**config.mk**
```make
export PLATFORM = sky130hd
export DESIGN_NAME = axi_4_master_burst_ctrl_flat
export DESIGN_NICKNAME = d
export VERILOG_FILES = /design/src/rtl/axi_4_master_burst_ctrl_if.sv /design/src/rtl/axi_4_master_burst_ctrl.sv /design/src/flat_wrapper.sv
export SDC_FILE = /design/constraint.sdc
export NUM_CORES = 1
export LEC_CHECK = 0
export ABC_AREA = 1
export BUFFER_PORTS_ARGS = -buffer_cell sky130_fd_sc_hd__buf_2
export CAP_MARGIN = 20
export CORE_MARGIN = 4
export CORE_UTILIZATION = 52
export CTS_CLUSTER_DIAMETER = 200
export DETAILED_ROUTE_END_ITERATION = 7
export PLACE_DENSITY = 0.75
export SETUP_SLACK_MARGIN = 0.15
export SLEW_MARGIN = 20
export SYNTH_ARGS = -nofsm -noshare
export SYNTH_HDL_FRONTEND = slang
export SYNTH_SLANG_ARGS = --single-unit
export TNS_END_PERCENT = 20
```
**constraint.sdc**
```tcl
create_clock -name clk -period 2.5 [get_ports clk]
set_clock_uncertainty 0.2 [all_clocks]
set_input_delay 0.125 -clock clk [delete_from_list [all_inputs] [get_ports clk]]
set_output_delay 0.125 -clock clk [all_outputs]
set_load 0.1 [all_outputs]
```
**src/rtl/axi_4_master_burst_ctrl_if.sv**
```systemverilog
// AXI4 handshake bundle between the burst controller (master) and the
// interconnect/slave side. Only valid/ready/last/resp signals travel here;
// addresses and data are carried by the datapath next to the controller.
interface axi_4_master_burst_ctrl_if;
    logic       s_arready;
    logic       m_arvalid;
    logic       s_rvalid;
    logic       s_rlast;
    logic [1:0] s_rresp;
    logic       m_rready;
    logic       s_awready;
    logic       m_awvalid;
    logic       s_wready;
    logic       m_wvalid;
    logic       m_wlast;
    logic       s_bvalid;
    logic [1:0] s_bresp;
    logic       m_bready;

    modport master (
        input  s_arready, s_rvalid, s_rlast, s_rresp, s_awready, s_wready, s_bvalid, s_bresp,
        output m_arvalid, m_rready, m_awvalid, m_wvalid, m_wlast, m_bready
    );

    modport slave (
        output s_arready, s_rvalid, s_rlast, s_rresp, s_awready, s_wready, s_bvalid, s_bresp,
        input  m_arvalid, m_rready, m_awvalid, m_wvalid, m_wlast, m_bready
    );
endinterface

```
**src/rtl/axi_4_master_burst_ctrl.sv**
```systemverilog
// AXI4 master burst handshake controller for the VLSU.
// One load or store burst per request; counts beats, generates WLAST,
// keeps AW and W independent, reports the worst response and RLAST errors.
// Optional watchdog: define AXI4_MASTER_TIMEOUT_EN to enable it.
module axi_4_master_burst_ctrl #(
    parameter int LEN_W          = 8,
    parameter int TIMEOUT_CYCLES = 1024
) (
    input  logic                         clk,
    input  logic                         reset,
    input  logic                         ld_req,
    input  logic                         st_req,
    input  logic [LEN_W-1:0]             burst_len,
    output logic                         req_ready,
    axi_4_master_burst_ctrl_if.master    axi,
    output logic                         rd_beat_en,
    output logic                         wr_beat_en,
    output logic [LEN_W-1:0]             beat_idx,
    output logic                         done,
    output logic [1:0]                   resp,
    output logic                         err_rlast,
    output logic                         err_timeout
);

    typedef enum logic [2:0] {
        S_IDLE,
        S_RD_ADDR,
        S_RD_DATA,
        S_WR,
        S_WR_RESP
    } state_t;

    state_t           state_q, state_d;
    logic [LEN_W-1:0] len_q, len_d;
    logic [LEN_W-1:0] beat_q, beat_d;
    logic [1:0]       resp_q, resp_d;
    logic             aw_done_q, aw_done_d;
    logic             w_done_q, w_done_d;
    logic             err_rlast_q, err_rlast_d;
    logic             done_q, done_d;
    logic             tmo_q, tmo_d;

    logic             wvalid;
    logic             ar_hs, aw_hs, b_hs;
    logic             beat_last, beat_max;
    logic             timeout_fire;

    // Valids/readies decode from registered state only, never from a ready input.
    assign req_ready      = (state_q == S_IDLE);
    assign axi.m_arvalid  = (state_q == S_RD_ADDR);
    assign axi.m_rready   = (state_q == S_RD_DATA);
    assign axi.m_awvalid  = (state_q == S_WR) && !aw_done_q;
    assign wvalid         = (state_q == S_WR) && !w_done_q;
    assign axi.m_wvalid   = wvalid;
    assign axi.m_wlast    = wvalid && beat_last;
    assign axi.m_bready   = (state_q == S_WR_RESP);

    assign ar_hs      = (state_q == S_RD_ADDR) && axi.s_arready;
    assign aw_hs      = axi.m_awvalid && axi.s_awready;
    assign b_hs       = (state_q == S_WR_RESP) && axi.s_bvalid;
    assign rd_beat_en = (state_q == S_RD_DATA) && axi.s_rvalid;
    assign wr_beat_en = wvalid && axi.s_wready;

    assign beat_last  = (beat_q == len_q);
    assign beat_max   = &beat_q;

    assign beat_idx    = beat_q;
    assign done        = done_q;
    assign resp        = resp_q;
    assign err_rlast   = err_rlast_q;
    assign err_timeout = tmo_q;

`ifdef AXI4_MASTER_TIMEOUT_EN
    localparam int WD_W = $clog2(TIMEOUT_CYCLES + 1);

    logic [WD_W-1:0] wd_q;
    logic            any_hs;

    assign any_hs       = ar_hs || rd_beat_en || aw_hs || wr_beat_en || b_hs;
    assign timeout_fire = (state_q != S_IDLE) && !any_hs && (wd_q == WD_W'(TIMEOUT_CYCLES - 1));

    // Watchdog: counts consecutive busy cycles without any handshake.
    always_ff @(posedge clk or negedge reset) begin
        if (!reset)
            wd_q <= '0;
        else if (state_q == S_IDLE || any_hs || timeout_fire)
            wd_q <= '0;
        else
            wd_q <= wd_q + 1'b1;
    end
`else
    // Watchdog compiled out; the parameter stays so both builds share one port list.
    assign timeout_fire = (TIMEOUT_CYCLES < 0);
`endif

    // State and burst bookkeeping registers.
    // NOTE: sequential state uses non-blocking assignments so every register
    // samples the pre-edge values, independent of statement order.
    always_ff @(posedge clk or negedge reset) begin
        if (!reset) begin
            state_q     <= S_IDLE;
            len_q       <= '0;
            beat_q      <= '0;
            resp_q      <= 2'b00;
            aw_done_q   <= 1'b0;
            w_done_q    <= 1'b0;
            err_rlast_q <= 1'b0;
            done_q      <= 1'b0;
            tmo_q       <= 1'b0;
        end else begin
            state_q     <= state_d;
            len_q       <= len_d;
            beat_q      <= beat_d;
            resp_q      <= resp_d;
            aw_done_q   <= aw_done_d;
            w_done_q    <= w_done_d;
            err_rlast_q <= err_rlast_d;
            done_q      <= done_d;
            tmo_q       <= tmo_d;
        end
    end

    // Next-state logic: request accept, beat counting, response folding.
    always_comb begin
        // NOTE: every signal gets a default before the case so no path leaves
        // one unassigned, which would otherwise infer a latch.
        state_d     = state_q;
        len_d       = len_q;
        beat_d      = beat_q;
        resp_d      = resp_q;
        aw_done_d   = aw_done_q;
        w_done_d    = w_done_q;
        err_rlast_d = err_rlast_q;
        done_d      = 1'b0;
        tmo_d       = 1'b0;

        case (state_q)
            S_IDLE: begin
                if (ld_req || st_req) begin
                    len_d       = burst_len;
                    beat_d      = '0;
                    resp_d      = 2'b00;
                    err_rlast_d = 1'b0;
                    aw_done_d   = 1'b0;
                    w_done_d    = 1'b0;
                    state_d     = ld_req ? S_RD_ADDR : S_WR;
                end
            end
            S_RD_ADDR: begin
                if (ar_hs)
                    state_d = S_RD_DATA;
            end
            S_RD_DATA: begin
                if (rd_beat_en) begin
                    if (axi.s_rresp > resp_q)
                        resp_d = axi.s_rresp;
                    if (axi.s_rlast) begin
                        if (!beat_last)
                            err_rlast_d = 1'b1;
                        state_d = S_IDLE;
                        done_d  = 1'b1;
                    end else begin
                        // Expected last beat without RLAST: flag it and keep draining.
                        if (beat_last)
                            err_rlast_d = 1'b1;
                        if (!beat_max)
                            beat_d = beat_q + 1'b1;
                    end
                end
            end
            S_WR: begin
                if (aw_hs)
                    aw_done_d = 1'b1;
                if (wr_beat_en) begin
                    if (beat_last)
                        w_done_d = 1'b1;
                    else
                        beat_d = beat_q + 1'b1;
                end
                if (aw_done_d && w_done_d)
                    state_d = S_WR_RESP;
            end
            S_WR_RESP: begin
                if (b_hs) begin
                    if (axi.s_bresp > resp_q)
                        resp_d = axi.s_bresp;
                    state_d = S_IDLE;
                    done_d  = 1'b1;
                end
            end
            default: state_d = S_IDLE;
        endcase

        if (timeout_fire) begin
            state_d = S_IDLE;
            done_d  = 1'b1;
            tmo_d   = 1'b1;
            resp_d  = 2'b10;
        end
    end

endmodule

```
**src/flat_wrapper.sv**
```systemverilog
// flat-port wrapper written by rule: the top's interface ports become plain ports
module axi_4_master_burst_ctrl_flat 
#(
    parameter int LEN_W          = 8,
    parameter int TIMEOUT_CYCLES = 1024
)
  (clk, reset, ld_req, st_req, burst_len, req_ready, rd_beat_en, wr_beat_en, beat_idx, done, resp, err_rlast, err_timeout, axi_s_arready, axi_s_rvalid, axi_s_rlast, axi_s_rresp, axi_s_awready, axi_s_wready, axi_s_bvalid, axi_s_bresp, axi_m_arvalid, axi_m_rready, axi_m_awvalid, axi_m_wvalid, axi_m_wlast, axi_m_bready);
  axi_4_master_burst_ctrl_if axi_i ();
  input  logic clk;
  input  logic reset;
  input  logic ld_req;
  input  logic st_req;
  input  logic [LEN_W-1:0] burst_len;
  output logic req_ready;
  output logic rd_beat_en;
  output logic wr_beat_en;
  output logic [LEN_W-1:0] beat_idx;
  output logic done;
  output logic [1:0] resp;
  output logic err_rlast;
  output logic err_timeout;
  input wire logic [$bits(axi_i.s_arready)-1:0] axi_s_arready;
  input wire logic [$bits(axi_i.s_rvalid)-1:0] axi_s_rvalid;
  input wire logic [$bits(axi_i.s_rlast)-1:0] axi_s_rlast;
  input wire logic [$bits(axi_i.s_rresp)-1:0] axi_s_rresp;
  input wire logic [$bits(axi_i.s_awready)-1:0] axi_s_awready;
  input wire logic [$bits(axi_i.s_wready)-1:0] axi_s_wready;
  input wire logic [$bits(axi_i.s_bvalid)-1:0] axi_s_bvalid;
  input wire logic [$bits(axi_i.s_bresp)-1:0] axi_s_bresp;
  output wire logic [$bits(axi_i.m_arvalid)-1:0] axi_m_arvalid;
  output wire logic [$bits(axi_i.m_rready)-1:0] axi_m_rready;
  output wire logic [$bits(axi_i.m_awvalid)-1:0] axi_m_awvalid;
  output wire logic [$bits(axi_i.m_wvalid)-1:0] axi_m_wvalid;
  output wire logic [$bits(axi_i.m_wlast)-1:0] axi_m_wlast;
  output wire logic [$bits(axi_i.m_bready)-1:0] axi_m_bready;
  assign axi_i.s_arready = axi_s_arready;
  assign axi_i.s_rvalid = axi_s_rvalid;
  assign axi_i.s_rlast = axi_s_rlast;
  assign axi_i.s_rresp = axi_s_rresp;
  assign axi_i.s_awready = axi_s_awready;
  assign axi_i.s_wready = axi_s_wready;
  assign axi_i.s_bvalid = axi_s_bvalid;
  assign axi_i.s_bresp = axi_s_bresp;
  assign axi_m_arvalid = axi_i.m_arvalid;
  assign axi_m_rready = axi_i.m_rready;
  assign axi_m_awvalid = axi_i.m_awvalid;
  assign axi_m_wvalid = axi_i.m_wvalid;
  assign axi_m_wlast = axi_i.m_wlast;
  assign axi_m_bready = axi_i.m_bready;
  axi_4_master_burst_ctrl #(.LEN_W(LEN_W), .TIMEOUT_CYCLES(TIMEOUT_CYCLES)) u_core (.clk(clk), .reset(reset), .ld_req(ld_req), .st_req(st_req), .burst_len(burst_len), .req_ready(req_ready), .axi(axi_i), .rd_beat_en(rd_beat_en), .wr_beat_en(wr_beat_en), .beat_idx(beat_idx), .done(done), .resp(resp), .err_rlast(err_rlast), .err_timeout(err_timeout));
endmodule
```
; ---- Word-level counts from Yosys, hierarchy flattened
; Cells that the tools add are included.
[word_totals]
ff_bits = 25
latchBits = 0
ram_bits = 0
mem_bits_ro = 0
input_bits = 22
out_inout_bits = 22
word_cells = 92
n_memories = 0
[op_classes]
addsub = 1
mul = 0
div = 0
n_lt_le_gt_ge = 2
eq_ne = 19
shifts = 0
mux = 38
bitwise = 0
reduce_logical = 24
[ops]
columns = operator, n
row1 = $mux W8, 6
row2 = $pmux W8 S3, 1
row3 = $mux W3, 6
row4 = $pmux W3 S5, 1
row5 = $ne A2 B2 Y1 const B, 7
row6 = $mux W1, 13
row7 = $mux W2, 6
row8 = $reduce_and A6 Y1, 2
row9 = $ne A2 B1 Y1 const B, 5
row10 = $logic_and A1 B1 Y1, 9
row11 = $add A8 B1 Y8 const B, 1
row12 = $eq A8 B8 Y1, 1
row13 = $pmux W1 S2, 4
row14 = $reduce_and A8 Y1, 1
row15 = $reduce_and A7 Y1, 1
row16 = $eq A3 B2 Y1 const B, 2
row17 = $pmux W2 S3, 1
row18 = $reduce_bool A3 Y1, 2
row19 = $reduce_and A5 Y1, 1
row20 = $gt A2 B2 Y1, 2
row21 = $reduce_and A2 Y1, 2
row22 = $reduce_bool A2 Y1, 2
row23 = $eq A3 B1 Y1 const B, 1
row24 = $eq A3 B3 Y1 const B, 1
row25 = 5 further kinds, 6

; ---- Depth between registers and ports, before layout
[logic_depth]
word_depth = 8
depth_mapped = 11
mapped_depth_nobuf = 11

; ---- Worst setup path before layout
; No wires, ideal clock.
[synth_timing]
path_kind = register -> register
startpoint = reg u_core.state_q[0]
endpoint = reg u_core.len_q[6]
setup_ps = 125
t_arrival_ps = 2996
required_time_ps = 2175
path_slack_ps = -820
path_stages_with_launch = 8
path_buffers = 2
period_less_slack_ps = 3320
cell_sequence = dfrtp_1 -> buf_4 -> nor2_1 -> inv_1 -> nor2_1 -> o21ai_1 -> buf_2 -> mux2_2
[synth_between]
elab_chain_cells = 2
[synth_lines]
columns = item, line
row1 = from (decl), axi_4_master_burst_ctrl.sv:33  ; state_t state_q, state_d;
row2 = from (signal assigned), axi_4_master_burst_ctrl.sv:111  ; state_q <= state_d;
row3 = $logic_not A3 Y1, --
row4 = net req_ready, flat_wrapper.sv:14  ; output logic req_ready;
row5 = $reduce_and A2 Y1 (no source line), --
row6 = to (signal assigned), axi_4_master_burst_ctrl.sv:112  ; len_q <= len_d;
row7 = to (decl), axi_4_master_burst_ctrl.sv:34  ; logic [LEN_W-1:0] len_q, len_d;
; The timed path passes the listed nets, and every way through them passes these cells.
; A chain may end at the register's enable or synchronous reset.

; ---- Worst setup path in the final report
[layout_timing]
startpoint = reg u_core.state_q[2]
endpoint = reg u_core.resp_q[0] (netlist: u_core.resp[0])
[layout_between]
elab_chain_cells = 4
elab_cells_between_ends = 13
classes_between = eq/ne: 7 / mux: 1 / reduce/logical: 5
[layout_lines]
columns = item, line
row1 = $eq A3 B3 Y1 or $eq A3 B2 Y1 (tied branches), "axi_4_master_burst_ctrl.sv:60, axi_4_master_burst_ctrl.sv:137, axi_4_master_burst_ctrl.sv:61"
row2 = $logic_and A1 B1 Y1 (on tied branches), "axi_4_master_burst_ctrl.sv:60, axi_4_master_burst_ctrl.sv:61"
row3 = $ne A2 B1 Y1 (no source line) or $ne A2 B2 Y1 (tied branches), --
row4 = $reduce_and A6 Y1 (no source line), --
row5 = to (signal assigned), axi_4_master_burst_ctrl.sv:114  ; resp_q <= resp_d;
row6 = to (decl), axi_4_master_burst_ctrl.sv:36  ; logic [1:0] resp_q, resp_d;
; Parallel ways exist; a longest one is shown, timed or not.

==> out/summary.txt <==
unrepaired setup endpoints after global routing = true
drt pass-1 iters = 4
antenna viol nets, final = 0
largest net degree at the start of global routing = 26
CP max FO = 8
CP Cell Sequence = inv_2, nand2_2, nor2_4, inv_1, o22ai_1, dlygate4sd3_1, inv_1, o21ai_0
top sig layer = met4
die width = 63.8 µm
first-pass GRT wire length = 6.56 mm
Initial Util = 0.536
RD Place Congestion = 0.853
FF/Latch Area = 636 µm²
LEAKAGE = 1.11 nW
setup violators final = 0
setup ws final = 0.245 ns
vias in the first global route = 1,504
CTS buffer count = 3
die area = 0.00408 mm²
post-synthesis instance area = 0.00162 mm²
flops & latches, synth = 25
flop2flop setup slack = 0.25 ns
DRC violations left = 0
maximum clock path buffer count = 2
HP Class = input pin to flop
Crit. End Element = flop
Multi-input gate area = 881 µm²
placed instance area = 0.00190 mm²
Post-synth top cells = nand2_1, inv_1, nor2_1, dfrtp_1, nand3_1
design area = 0.00211 mm²
CP startpoint kind = flop
post-synth top area share = 0.386
syn avg cell area = 7.40 µm²
fmax = 443 MHz
final std cells w/o fill = 324
Syn Inst Count = 219
DP Cell Count = 303
via count = 1,552
Hold Path End = u_core.w_done_q
post-CTS setup buffer count = 0
required time worst endpoint = 2.57 ns
RR Endpoint = u_core.resp[0]
Max-cap violations = 0
Area Growth Syn to Fin = 30.0%
initial detailed-routing violation count = 46
Worst R2R Path Depth = 8
CP Class = flop to flop
share of layout cells above drive strength 1 = 0.268
Worst-Margin Slew = 1.03 ns
final wirelength = 3.70 mm
gr usage total = 0.199
Fill cells = 276
number of synthesized flops with an enable pin = 0
CTS HTree Levels = 1
CP most frequent cell = inv_1
CP max-delay cell = dlygate4sd3_1
Die Y = 63.8 µm
final worst path period share = 0.902
register area share after synthesis = 0.386
post-layout util = 0.696
grt ovf = 0
Mapped Nets = 246
# diodes = 0
beginning of the worst hold path = axi_s_wready
fin nets = 308
TritonCTS Sinks = 25
PnR Total Power = 2.70 mW
CTS tree = yes
Cell Rows = 20
Vias/cell = 4.79
Max Slew Vio Count = 0
async set-reset flop share out of synthesis = 1.00
Cells on Worst Hold Path = 5
# IOs = 44
most common flop cell mapped by yosys = dfrtp_1
Yosys top cell by area = dfrtp_1
M1 wire length = 1.77 mm
Hold Fails Final Rpt = 0
DR WL met2 = 1.68 mm
dominant cells by area after synthesis = dfrtp_1, nand2_1, inv_1, nor2_1, nand3_1
Synth warnings = 0
post-DP HPWL = 2.78 mm
antenna violations before repair = 0
pwr dens = 1280 mW/mm²
post-route setup TNS = 0 ns
met3 WL = 190 µm
worst skew pair latency = 0.33 ns
clk slew on worst S/H paths = 0.15 ns
VDD IR max = 0.674 mV
Port Buffers = 42
wire length per cell = 11.4 µm
CTS root buffer = clkbuf_4
Yosys cell types = 28
Tmin final = 2.25 ns
CORE AREA = 0.00303 mm²
most common cell in the netlist = nand2_1
pre-CTS WS = 0.361 ns
worst r2r src = u_core.state_q[2]
WP data arrival = 2.32 ns
Hold Slack = 0.0438 ns
run status = finished, final reports clean
slowest stage delay, CP = 0.56 ns
Worst slew margin = 0.309
layout make-up:
cell class,count,area share
flip-flops and latches,25,0.301
multi-input cells,161,0.418
repair buffers,60,0.186
clock inverters,1,0.00415
clock buffers,3,0.0107
well taps,44,0.0261
inverters,30,0.0534
what timing repair did:
| action | CTS | global route |
|---|---|---|
| setup endpoints to repair | 0 | 5 |
| hold endpoints to repair | 39 | 0 |
| gates resized for setup | 0 | 2 |
| hold buffers | 17 | 0 |
logic make-up after synthesis:
kind of cell	count (synthesis)	synth area share
AO/OA/AOI/OAI	19	0.0640
XOR/XNOR	8	0.0432
adder cells (fa/ha/maj)	5	0.0386
buffers and inverters	33	0.0818
flip-flops	25	0.386
multiplexers	5	0.0347
other	1	0.00231
AND/OR/NAND/NOR	123	0.350
per-layer routing:
layer | GRT usage | up-vias
li1 | - | 822
met1 | 0.277 | 676
met2 | 0.316 | 48
met3 | 0.0264 | 6
met4 | 0.0701 | 0
met5 | 0 | -
sequential cells by signal, indices dropped and copies added (netlist names):
name,count
u_core.done,1
u_core.beat_idx,8
u_core.w_done_q,1
u_core.err_rlast,1
u_core.state_q,3
u_core.len_q,8
u_core.aw_done_q,1
u_core.resp,2
worst max path at each step:
| stage | cells after the start | slack (ns) | start | end |
|---|---|---|---|---|
| CTS | 7 | 0.18 | u_core.state_q[1] | axi_m_wlast |
| global route | 8 | 0.06 | u_core.state_q[0] | u_core.resp[0] |
| finish | 8 | 0.25 | u_core.state_q[2] | u_core.resp[0] |
| detailed placement | 5 | 0.36 | u_core.state_q[0] | u_core.len_q[0] |
| floorplan | 8 | -0.35 | u_core.state_q[0] | u_core.resp[0] |
| global placement | 5 | 0.40 | u_core.state_q[0] | u_core.len_q[3] |
layout by cell type, fill, tap and decap left out, types with 3 or more instances in the layout:
cell type,instances
nand2_2,3
inv_1,28
nor2_1,24
clkbuf_4,5
dfrtp_1,17
nand3_1,20
buf_2,40
o21ai_0,5
nand2_1,58
nand4_1,3
a21oi_1,9
mux2_2,5
ha_1,5
nor2_4,3
xnor2_1,6
dlygate4sd3_1,17
dfrtp_2,8
critical path, delay by kind of cell (launching register included):
kind	cells	cell delay [ns]
DFF	1	0.53
AOI/OAI and AO/OA	2	0.29
and+or+nand+nor	2	0.33
buffers and inverters	4	0.85
where the power goes:
group	leakage (nW)	switching [mW]	total, mW	internal [mW]
clock	0.0183	0.134	0.200	0.0654
sequential	0.307	0.144	0.689	0.546
combinational	0.786	1.34	1.81	0.477
total	1.11	1.61	2.70	1.09
(Power assumes the default switching activity.)
